**config.mk**
```make
export PLATFORM = sky130hd
export DESIGN_NAME = fp32_reduce_ctrl
export DESIGN_NICKNAME = d
export VERILOG_FILES = /design/src/rtl/fp32_reduce_ctrl.sv
export SDC_FILE = /design/constraint.sdc
export NUM_CORES = 1
export LEC_CHECK = 0
export CAP_MARGIN = 10
export CORE_MARGIN = 4
export CORE_UTILIZATION = 45
export DETAILED_ROUTE_END_ITERATION = 12
export GPL_ROUTABILITY_DRIVEN = 0
export PLACE_DENSITY = 0.67
export SYNTH_ARGS = -nofsm -noshare
export SYNTH_HDL_FRONTEND = slang
export SYNTH_SLANG_ARGS = --single-unit
export TNS_END_PERCENT = 100
```
**constraint.sdc**
```tcl
create_clock -name clk -period 3.8 [get_ports clk]
set_input_delay 0.95 -clock clk [delete_from_list [all_inputs] [get_ports clk]]
set_output_delay 0.95 -clock clk [all_outputs]
set_load 0.05 [all_outputs]
```
**src/rtl/fp32_reduce_ctrl.sv**
```systemverilog
// Streaming FP32 max/min reduction over a vector of 1..2**IDX_W elements, reporting value, index and NaN flag.
// Latency: the result pulse comes one cycle after the last element handshake; a zero length finishes one cycle after start.
// Backpressure: o_ready is high only in RUN; elements offered in IDLE or DONE are not consumed, and i_start outside IDLE is ignored.
module fp32_reduce_ctrl #(
   parameter int          IDX_W = 10,
   parameter logic [31:0] QNAN  = 32'h7FC0_0000
) (
   input  logic             clk,
   input  logic             rstn,
   input  logic             i_start,
   input  logic [IDX_W:0]   i_len,
   input  logic             i_is_max,
   input  logic             i_valid,
   output logic             o_ready,
   input  logic [31:0]      i_data,
   output logic             o_busy,
   output logic             o_res_valid,
   output logic [31:0]      o_res,
   output logic [IDX_W-1:0] o_res_idx,
   output logic             o_nan_err
);

   typedef enum logic [1:0] {
      IDLE = 2'd0,
      RUN  = 2'd1,
      DONE = 2'd2
   } state_t;

   localparam logic [IDX_W:0] ONE = {{IDX_W{1'b0}}, 1'b1};

   state_t           state;
   logic [IDX_W:0]   vec_len;
   logic [IDX_W:0]   count;
   logic             is_max;
   logic             have_best;
   logic             nan_seen;
   logic [31:0]      best_dat;
   logic [31:0]      best_key;
   logic [IDX_W-1:0] best_idx;

   logic             elem_nan;
   logic [31:0]      norm;
   logic [31:0]      key;
   logic             better;
   logic             take;
   logic             fin_have;
   logic [31:0]      fin_dat;
   logic [IDX_W-1:0] fin_idx;
   logic             fin_nan;
   logic             last;
   logic             hs;

   // Order the incoming element against the running best and form the post-update values.
   always_comb begin
      elem_nan = 1'b0;
      norm     = 32'd0;
      key      = 32'd0;
      better   = 1'b0;
      take     = 1'b0;
      elem_nan = (i_data[30:23] == 8'hFF) && (i_data[22:0] != 23'd0);
      // -0 and +0 must share one key so ties between them keep the earliest index.
      norm     = (i_data[30:0] == 31'd0) ? 32'd0 : i_data;
      key      = norm[31] ? ~norm : (norm ^ 32'h8000_0000);
      if (!have_best) begin
         better = 1'b1;
      end else if (is_max) begin
         better = (key > best_key);
      end else begin
         better = (key < best_key);
      end
      take     = !elem_nan && better;
      fin_have = have_best || take;
      fin_dat  = take ? i_data : best_dat;
      fin_idx  = take ? count[IDX_W-1:0] : best_idx;
      fin_nan  = nan_seen || elem_nan;
      hs       = i_valid && o_ready;
      last     = (count == (vec_len - ONE));
   end

   // Control FSM with registered handshake, status and result outputs.
   always_ff @(posedge clk or negedge rstn) begin
      if (!rstn) begin
         state       <= IDLE;
         vec_len     <= '0;
         count       <= '0;
         is_max      <= 1'b0;
         have_best   <= 1'b0;
         nan_seen    <= 1'b0;
         best_dat    <= 32'd0;
         best_key    <= 32'd0;
         best_idx    <= '0;
         o_ready     <= 1'b0;
         o_busy      <= 1'b0;
         o_res_valid <= 1'b0;
         o_res       <= 32'd0;
         o_res_idx   <= '0;
         o_nan_err   <= 1'b0;
      end else begin
         case (state)
            IDLE: begin
               o_res_valid <= 1'b0;
               if (i_start) begin
                  o_busy <= 1'b1;
                  if (i_len != '0) begin
                     vec_len   <= i_len;
                     is_max    <= i_is_max;
                     count     <= '0;
                     have_best <= 1'b0;
                     nan_seen  <= 1'b0;
                     o_ready   <= 1'b1;
                     state     <= RUN;
                  end else begin
                     o_res       <= QNAN;
                     o_res_idx   <= '0;
                     o_nan_err   <= 1'b0;
                     o_res_valid <= 1'b1;
                     state       <= DONE;
                  end
               end
            end
            RUN: begin
               if (hs) begin
                  count     <= count + ONE;
                  nan_seen  <= fin_nan;
                  have_best <= fin_have;
                  if (take) begin
                     best_dat <= i_data;
                     best_key <= key;
                     best_idx <= count[IDX_W-1:0];
                  end
                  if (last) begin
                     // An all-NaN vector never sets have_best and reports the canonical NaN.
                     o_res       <= fin_have ? fin_dat : QNAN;
                     o_res_idx   <= fin_have ? fin_idx : '0;
                     o_nan_err   <= fin_nan;
                     o_res_valid <= 1'b1;
                     o_ready     <= 1'b0;
                     state       <= DONE;
                  end
               end
            end
            DONE: begin
               o_res_valid <= 1'b0;
               o_busy      <= 1'b0;
               o_ready     <= 1'b0;
               state       <= IDLE;
            end
            default: begin
               o_res_valid <= 1'b0;
               o_busy      <= 1'b0;
               o_ready     <= 1'b0;
               state       <= IDLE;
            end
         endcase
      end
   end

endmodule

```
==> impl_metrics.yaml, run 1 <==
placement:
  numPortBuffers: 93
  hpwl_um: 13830
  placed_cells: 1076
status:
  run_status: "finished, violations left"
  violations: "negative setup slack"
sta:
  fin_ws_ps: -630.9
  final.setup_skew_ps: 8.333
  finalCritPeriodShare_pct: 116.6
  fin_hold_ws_ps: 487.4
  tns_ps: -59580
  min_period_ps: 4431
  slew_violations: 0
  rsz0062_at_grt: "yes"
  tightest_slew_ps: 748.6
  clock.fmax_mhz: 225.7
  relSlewSlack_pct: 49.39
  final_hold_viol_count: 0
  finalSetupViolCount: 117
floorplanning:
  num_rows: 47
  io_pins: 94
  die_h_um: 139.0
  die_area_sq_um: 19320
  chipWidth_um: 139.0
  start_util_pct: 46.22
  core_sq_um: 16700
cells_and_area:
  num-nets-final: 997
  finalCoreUtilization_pct: 67.03
  fillers: 1195
  fin_cells: 1148
  drive_gt1_share_pct: 33.84
  seq_area_sq_um: 3679
  area_growth_pct: 45.01
  multi_input_area_sq_um: 4344
  n_antenna_cell: 0
drt:
  dr.pass1.iters: 5
  via_count: 6237
  drt_iter0_drc: 304
  routed_wl_um: 21540
  antenna_left: 0
  avgRoutedWirePerCell_um: 18.76
  drc: 0
  vias_per_cell: 5.433
synth:
  yosysTopAreaCell: "dfrtp_1"
  synth.distinct_cells: 58
  ys_async_sr_fraction_pct: 100.0
  yosysTopAreaCellShare_pct: 47.65
  synth_cells: 726
  syn-num-nets: 808
  ys_seq_area_share_pct: 47.65
  synth.most_common_cell: "dfrtp_1"
  synthTopCellsByCount: "dfrtp_1, nand2_1, mux2_2"
  synthTopCellsByArea: "dfrtp_1, mux2_2, ha_1"
  synth.avg_cell_area_sq_um: 10.63
  ys.flop_type: "dfrtp_1"
  yosys_register_bits: 147
  syn_area_sq_um: 7720
  synth_edf_count: 0
  ys_warn_count: 0
pwr:
  switching_share_pct: 38.80
  power.switching_mw: 3.941
  vdd_ir_drop_max_v: 0.0005939
  total_leakage_power_nw: 4.994
  intPower_mw: 6.217
  total_power_mw: 10.16
  power.density_nw_per_um2: 907.3
  combPwrFrac_pct: 56.3
  clkPwrFrac_pct: 16.9
  pwr-share-seq_pct: 26.8
clock_network:
  cts.sinks: 147
  cts-root-buf: "clkbuf_16"
  cts_tree: "done"
  insertion_delay_ps: 440
  cts_buffers: 17
  cts_max_level: 4
  hold_buffers: 0
  clk_pin_slew_ps: 70
  cts_buffer_depth: 2
hold_path:
  min_path_type: "reg -> reg"
setup_path:
  endpoint_kind: "flop"
  critPathLaunchType: "primary input"
  worstPathMaxFanout: 5
  arrival_ps: 4750
  critPathKind: "in -> reg"
  crit_required_ps: 4120
flow_run:
  drv_cap: 0
grt:
  antenna_found_initial: 0
  grt_max_degree: 75
  grt_pass1_vias: 6653
  groute.usage.overall_pct: 21.95
  gr-total-overflow: 0
  grt_pass1_wl_um: 34180
## logic make-up (layout without fill, tap and decap cells)
| kind of cell | Yosys count | in the layout | synth area share [%] |
|---|---|---|---|
| and+or+nand+nor | 201 | 201 | 11.85 |
| DFF | 147 | 147 | 47.65 |
| muxes | 114 | 114 | 16.08 |
| AOI/OAI and AO/OA | 101 | 101 | 8.266 |
| buffers and inverters | 73 | 275 | 4.295 |
| xor gates and xnor gates | 56 | 56 | 6.353 |
| adders and majority gates | 34 | 34 | 5.511 |
## cell usage in the layout (no fill, tap or decap), types with 7 or more instances in the layout
cell type,Yosys,layout
clkdlybuf4s50_1,0,60
dlygate4sd2_1,0,10
xor2_1,10,10
buf_6,5,10
nand4_1,9,9
mux2_4,0,17
o21ai_0,17,10
a21oi_1,21,16
nand3_1,11,10
nand2_1,88,87
nor2_1,52,32
buf_2,12,11
o22a_1,9,9
nor2_4,0,15
ha_4,0,14
o21ai_1,30,36
buf_12,0,16
inv_1,37,37
ha_1,34,20
xnor2_1,46,45
inv_6,0,7
mux2i_1,34,26
mux2_2,79,62
buf_4,1,77
dfrtp_1,147,147
buf_16,0,8
clkbuf_16,0,19
## power by group through the flow
stage	Sequential, mW	Clock (mW)	Combinational, mW
after floorplan	3.20	0	2.62
after global placement	2.69	0	4.22
after detailed placement	2.73	0	4.32
after CTS	2.71	1.73	5.45
after global routing	2.82	1.81	6.07
final	2.73	1.71	5.72
## registers in the layout (all words and copies together) (netlist names)
| name | count |
|---|---|
| best_dat | 32 |
| best_key | 32 |
| o_res | 32 |
| count | 11 |
| vec_len | 11 |
| best_idx | 10 |
| o_res_idx | 10 |
| state | 2 |
| have_best | 1 |
| is_max | 1 |
| nan_seen | 1 |
| o_busy | 1 |
| o_nan_err | 1 |
| o_ready | 1 |
| o_res_valid | 1 |
## worst paths after layout
kind / start / endpoint / slack, ps / depth (start not counted)
worst max-delay path: i_data[16] / o_res[30] / -630 / 19
worst min-delay path: o_res[6] / o_res[6] / 490 / 2
worst max register to register: vec_len[0] / o_nan_err / 610 / 11
worst min register to register: o_res[6] / o_res[6] / 490 / 2
max in group asynchronous: rstn / best_key[31] / 2410 / 2
min in group asynchronous: rstn / o_res[9] / 520 / 1
## per-layer routing
metal  global-route usage [%]  vias up  wire length [um]  share of wire [%]
li1                         -     2914                 -                  -
met1                    28.41     3111              9345                 43
met2                    36.97      173             10670                 50
met3                    4.172       39              1009                4.7
met4                    7.775        0               512                2.4
met5                        0        -                 0                  0
## worst max-delay path: stages
cell	delay (ps)
buf_2	120
nor4_2	290
nand2_1	180
nor2_2	200
and3_4	280
clkbuf_16	180
nor2_4	50
ha_4	270
nand4_1	230
nor4_4	390
a21boi_2	260
o311ai_4	110
mux2_4	350
buf_6	140
nand2_8	70
buf_12	120
buf_12	100
mux2_4	290
o22a_1	150
## metrics by stage
step	instance area [sq um]	worst slack, ps
2_1_floorplan	8005	-287.5
3_3_place_gp	9598	-1300
3_5_place_dp	9598	-1291
4_1_cts	10860	-395.1
5_1_grt	11190	-743.8
6_report	11190	-630.9
## area by class of cell
type / instances / area share, %
sequential: 147 / 32.86
tap: 220 / 2.459
clock inverter: 14 / 1.509
clock buffer: 18 / 3.834
timing repair buffer: 205 / 19.25
inverter: 38 / 1.285
multi-input combinational: 506 / 38.81
## timing repair
action,CTS,global route
pin swaps,37,23
gates cloned,8,2
endpoints found under the setup margin,117,117
setup buffers,24,6
resized for setup,149,41
No activity file was read; power rests on OpenSTA's default activity.
==> inputs of run 2 (changes only) <==
CORE_ASPECT_RATIO = 1.1   (was default)
==> run 2 against run 1 <==
Compared with the run above:
- largest cell class unchanged
- register-to-register slack lost 30 ps
- largest power group unchanged
- sequential cell count unchanged
- the flow still finishes with violations (negative setup slack)
- cell count decreased by 0.44%
- global-route usage down 0.22 points
==> impl_metrics.yaml, run 2 (synthesis gave the netlist of run 1 again) <==
drt:
  drc: 0
  dr.pass1.iters: 4
  drt_iter0_drc: 311
  via_count: 6129
  vias_per_cell: 5.362
  met1_length_um: 9400
  routed_wl_um: 21760
  top_layer_used: "met4"
  met2_length_um: 10970
  avgRoutedWirePerCell_um: 19.03
  wl_met3_um: 976
  antenna_left: 0
floorplanning:
  core_sq_um: 16610
  die_h_um: 145.4
  io_pins: 94
  start_util_pct: 46.46
  num_rows: 49
  die_area_sq_um: 19320
  chipWidth_um: 132.9
setup_path:
  rr_startpoint: "vec_len[0]"
  worstPathMaxFanout: 8
  critPathKind: "in -> reg"
  critPathLaunchType: "primary input"
  cp_common_cell: "buf_12"
  endpoint_kind: "flop"
  critPathLaunch: "i_data[4]"
  arrival_ps: 4570
  crit_required_ps: 4100
  critical_path_buf_inv_count: 5
  slowest_stage: "mux2_4"
  crit_family: "simple AND/OR/NAND/NOR gates"
  cp_slowest_stage_delay_ps: 390
  crit_chain: "buf_8 > nor4_4 > nand4_1 > nor2_2 > and3_4 > buf_12 > buf_4 > buf_6 > nor2_1 > ha_1 > a21oi_1 > a21boi_2 > o311ai_2 > mux2_4 > buf_12 > nand2_8 > mux2_2 > o22a_1"
grt:
  gr-total-overflow: 0
  grt_max_degree: 77
  groute.usage.overall_pct: 21.73
  antenna_found_initial: 0
  grt_pass1_vias: 6666
  grt_pass1_wl_um: 33870
cells_and_area:
  num-nets-final: 983
  drive_gt1_share_pct: 31.95
  n_antenna_cell: 0
  reg_top3: "best_dat (32), best_key (32), o_res (32)"
  fin_cells: 1143
  final_common_cell: "dfrtp_1"
  layout_common_cells: "dfrtp_1, nand2_1, buf_4"
  finalCoreUtilization_pct: 67.05
  area_growth_pct: 44.29
sta:
  fin_ws_ps: -470.4
  slew_violations: 0
  final.setup_skew_ps: 7.112
  tightest_slew_ps: 763.6
  min_period_ps: 4270
  fin_hold_ws_ps: 483.2
  clock.fmax_mhz: 234.2
  finalSetupViolCount: 117
  rsz0062_at_grt: "yes"
  relSlewSlack_pct: 48.37
  final_hold_viol_count: 0
  finalCritPeriodShare_pct: 112.4
clock_network:
  cts-root-buf: "clkbuf_16"
  cts.sinks: 147
  insertion_delay_ps: 420
  cts_tree: "done"
  cts_buffer_depth: 2
  cts_max_level: 4
  clk_pin_slew_ps: 60
  cts_buffers: 17
status:
  violations: "negative setup slack"
  run_status: "finished, violations left"
pwr:
  combPwrFrac_pct: 55.8
  pwr-share-seq_pct: 27.1
  total_leakage_power_nw: 5.132
  power.switching_mw: 3.895
  total_power_mw: 10.09
  power.density_nw_per_um2: 905.6
  vdd_ir_drop_max_v: 0.0004901
  clkPwrFrac_pct: 17.1
  switching_share_pct: 38.61
  intPower_mw: 6.193
placement:
  hpwl_um: 13430
  placed_cells: 1080
  numPortBuffers: 93
hold_path:
  min_path_type: "reg -> reg"
  hp-start: "o_res[11]"
flow_run:
  drv_cap: 0
==> run 2: cell types whose count changed in the layout (fill, tap and decap cells not counted), sizes merged <==
cell         change
buf             -16
clkbuf           +8
inv              -6
dlygate4sd2      -3
clkinvlp         +3
clkinv           -1
nand2            +1
==> run 2: through the flow <==
step                TNS (ps)  setup WS (ps)  instance area, sq um
floorplan             -26690         -287.5                  8005
CTS                   -30940         -328.9                 10690
global placement     -124880          -1132                  9547
global route          -59970         -559.6                 11140
finish                -47480         -470.4                 11140
detailed placement   -142770          -1302                  9547
==> run 2: layout make-up <==
cell class / instances / area [sq um]
clock buffer: 22 / 494.2
clock inverter: 10 / 122.6
fill: 1235 / 5475
inverter: 38 / 143.9
multi-input combinational: 507 / 4436
sequential: 147 / 3679
tap: 229 / 286.5
timing repair buffer: 190 / 1978
==> run 2: worst paths after layout <==
check | to | slack (ps) | depth (start not counted)
setup reg to reg | o_res[9] | 580 | 11
min in group asynchronous | o_res[15] | 550 | 1
max in group asynchronous | vec_len[4] | 2480 | 2
hold / removal | o_res[11] | 480 | 2
setup / recovery | o_res[22] | -470 | 18
hold reg to reg | o_res[11] | 480 | 2
==> run 2: worst register-to-register path, delay by kind of cell (launching register included) <==
kind,cells,cell delay (ps)
simple gates,3,1210
compound gates,4,690
flops,1,420
buf+inv,2,380
fa+ha+maj,1,210
xor+xnor,1,190
==> run 2: power groups by stage <==
stage	combinational (mW)	clock (mW)	sequential, mW
floorplan	2.62	0	3.20
global placement	4.20	0	2.67
detailed placement	4.32	0	2.71
CTS	4.96	1.75	2.70
global route	5.97	1.83	2.82
finish	5.63	1.73	2.74
==> run 2: repair_timing <==
| item | 4_1_cts | 5_1_grt |
|---|---|---|
| gates cloned | 5 | 6 |
| hold buffers | 0 | 0 |
| buffers inserted | 13 | 12 |
| pin swaps | 25 | 28 |
| setup endpoints to repair | 117 | 117 |
| resized for setup | 163 | 73 |
==> run 2: metal layers <==
| metal | GRT usage, % | vias up |
|---|---|---|
| li1 | - | 2888 |
| met1 | 28.16 | 3053 |
| met2 | 36.43 | 157 |
| met3 | 4.806 | 31 |
| met4 | 6.653 | 0 |
| met5 | 0 | - |
==> inputs of run 3 (changes only) <==
SKIP_CTS_REPAIR_TIMING = 1   (was default)
==> run 3 against run 2 <==
Compared with the run above:
- the flow still finishes with violations (negative setup slack)
- worst hold slack hardly changed
- clock skew hardly changed
- sequential power hardly changed
- core utilization is 2.1 points lower
- clock power hardly changed
- sequential share of layout area is 1.1 points higher
- global-route usage is 1.6 points lower
- critical path type unchanged
- largest power group unchanged
- highest routed layer unchanged
==> impl_metrics.yaml, run 3 (synthesis gave the netlist of run 1 again) <==
status:
  run_status: "finished, violations left"
  violations: "negative setup slack"
clock_network:
  cts_buffers: 17
  cts-root-buf: "clkbuf_16"
  insertion_delay_ps: 420
  cts_tree: "done"
  cts_buffer_depth: 2
  cts_max_level: 4
  clk_pin_slew_ps: 60
  cts.sinks: 147
setup_path:
  slowest_stage: "mux2_4"
  rr_startpoint: "vec_len[0]"
  rrSetupSlack_ps: 570
  worstPathMaxFanout: 8
  reg2reg_depth: 11
  critPathLaunch: "i_data[0]"
  arrival_ps: 4570
  critical_path_buf_inv_count: 6
  critPathKind: "in -> reg"
  critPathLaunchType: "primary input"
  endpoint_kind: "flop"
  cp_slowest_stage_delay_ps: 410
  crit_chain: "buf_2 > nor4_4 > nand4_1 > nor2_2 > and3_4 > buf_12 > buf_8 > buf_4 > buf_6 > nor2_4 > ha_4 > nor2b_1 > o211ai_1 > a21boi_1 > o311ai_2 > mux2_4 > nand3_4 > clkbuf_16 > mux2_2"
  crit_end: "best_key[13]"
  worst-path-stages: 19
  rr_endpoint: "o_res[14]"
  crit_family: "simple AND/OR/NAND/NOR gates"
  crit_required_ps: 4100
sta:
  relSlewSlack_pct: 46.94
  rsz0062_at_grt: "yes"
  tightest_slew_ps: 784.8
  clock.fmax_mhz: 234.1
  final_hold_viol_count: 0
  min_period_ps: 4273
  finalCritPeriodShare_pct: 112.4
  fin_ws_ps: -472.6
  tns_ps: -49200
  final.setup_skew_ps: 7.328
  slew_violations: 0
  fin_hold_ws_ps: 483.2
  finalSetupViolCount: 117
cells_and_area:
  reg_top3: "best_dat (32), best_key (32), o_res (32)"
  drive_gt1_share_pct: 28.70
  finalCoreUtilization_pct: 64.93
  area_growth_pct: 39.74
  multi_input_area_sq_um: 4119
  layout_common_cells: "dfrtp_1, nand2_1, buf_4"
  final_common_cell: "dfrtp_1"
  fillers: 1296
  fin_area_sq_um: 10790
  seq_area_sq_um: 3679
  n_antenna_cell: 0
  num-nets-final: 982
placement:
  placed_cell_area_sq_um: 9547
  hpwl_um: 13430
  numPortBuffers: 93
drt:
  antenna_left: 0
  via_count: 6027
  avgRoutedWirePerCell_um: 17.91
  vias_per_cell: 5.278
  drt_iter0_drc: 280
  routed_wl_um: 20460
  drc: 0
  dr.pass1.iters: 5
grt:
  grt_pass1_wl_um: 31680
  grt_pass1_vias: 6383
  antenna_found_initial: 0
  groute.usage.overall_pct: 20.13
  gr-total-overflow: 0
  grt_max_degree: 77
floorplanning:
  die_h_um: 145.4
  start_util_pct: 46.46
  core_sq_um: 16610
  io_pins: 94
  die_area_sq_um: 19320
  num_rows: 49
  chipWidth_um: 132.9
hold_path:
  min_path_type: "reg -> reg"
pwr:
  vdd_ir_drop_max_v: 0.0004981
  total_power_mw: 9.400
  power.density_nw_per_um2: 871.3
  total_leakage_power_nw: 5.063
flow_run:
  drv_cap: 0
[run 3: cell types whose count changed in the layout (fill, tap and decap cells not counted), sizes merged]
cell / change
buf: -16
dlygate4sd2: -7
clkbuf: +4
dlymetal6s2s: +25
clkdlybuf4s15: -8
nand3: +1
[run 3: worst min-delay path by stage]
stage	startpoint	to	slack (ps)	depth (start not counted)
after global placement	best_idx[1]	best_idx[1]	460	2
after CTS	best_idx[1]	best_idx[1]	490	2
after global routing	best_idx[1]	best_idx[1]	500	2
final	o_res[11]	o_res[11]	480	2
after detailed placement	best_idx[1]	best_idx[1]	470	2
after floorplan	best_idx[1]	best_idx[1]	450	2
[run 3: area by class of cell]
cell class,instances,area share [%]
multi-input cells,508,38.18
repair buffers,188,18.01
well taps,229,2.656
inverters,38,1.334
flip-flops and latches,147,34.10
clock buffers,22,4.581
clock inverters,10,1.137
[run 3: routing by layer]
| layer | wire length (um) | vias to the layer above | global-route usage [%] |
|---|---|---|---|
| li1 | - | 2884 | - |
| met1 | 9099 | 2971 | 26.41 |
| met2 | 10160 | 152 | 33.38 |
| met3 | 911 | 20 | 4.599 |
| met4 | 286 | 0 | 5.977 |
| met5 | 0 | - | 0 |
[run 3: worst reg2reg max path, stage by stage (launching register included)]
cell	delay [ps]
dfrtp_1	430
inv_1	100
ha_1	210
or4b_1	600
xnor2_1	190
or4_1	470
o21ai_0	150
o2111ai_1	210
a21o_1	270
buf_4	280
nand2_1	130
o21ai_1	70
[run 3: stage by stage]
step | instances | setup slack (ps)
global placement | 1080 | -1132
global route | 1142 | -618.5
CTS | 1112 | -860.6
floorplan | 726 | -287.5
finish | 1142 | -472.6
detailed placement | 1080 | -1302
[run 3: report_power, final]
group,switching [mW],internal [mW]
clock,0.664,1.06
sequential,0.473,2.24
combinational,2.52,2.45
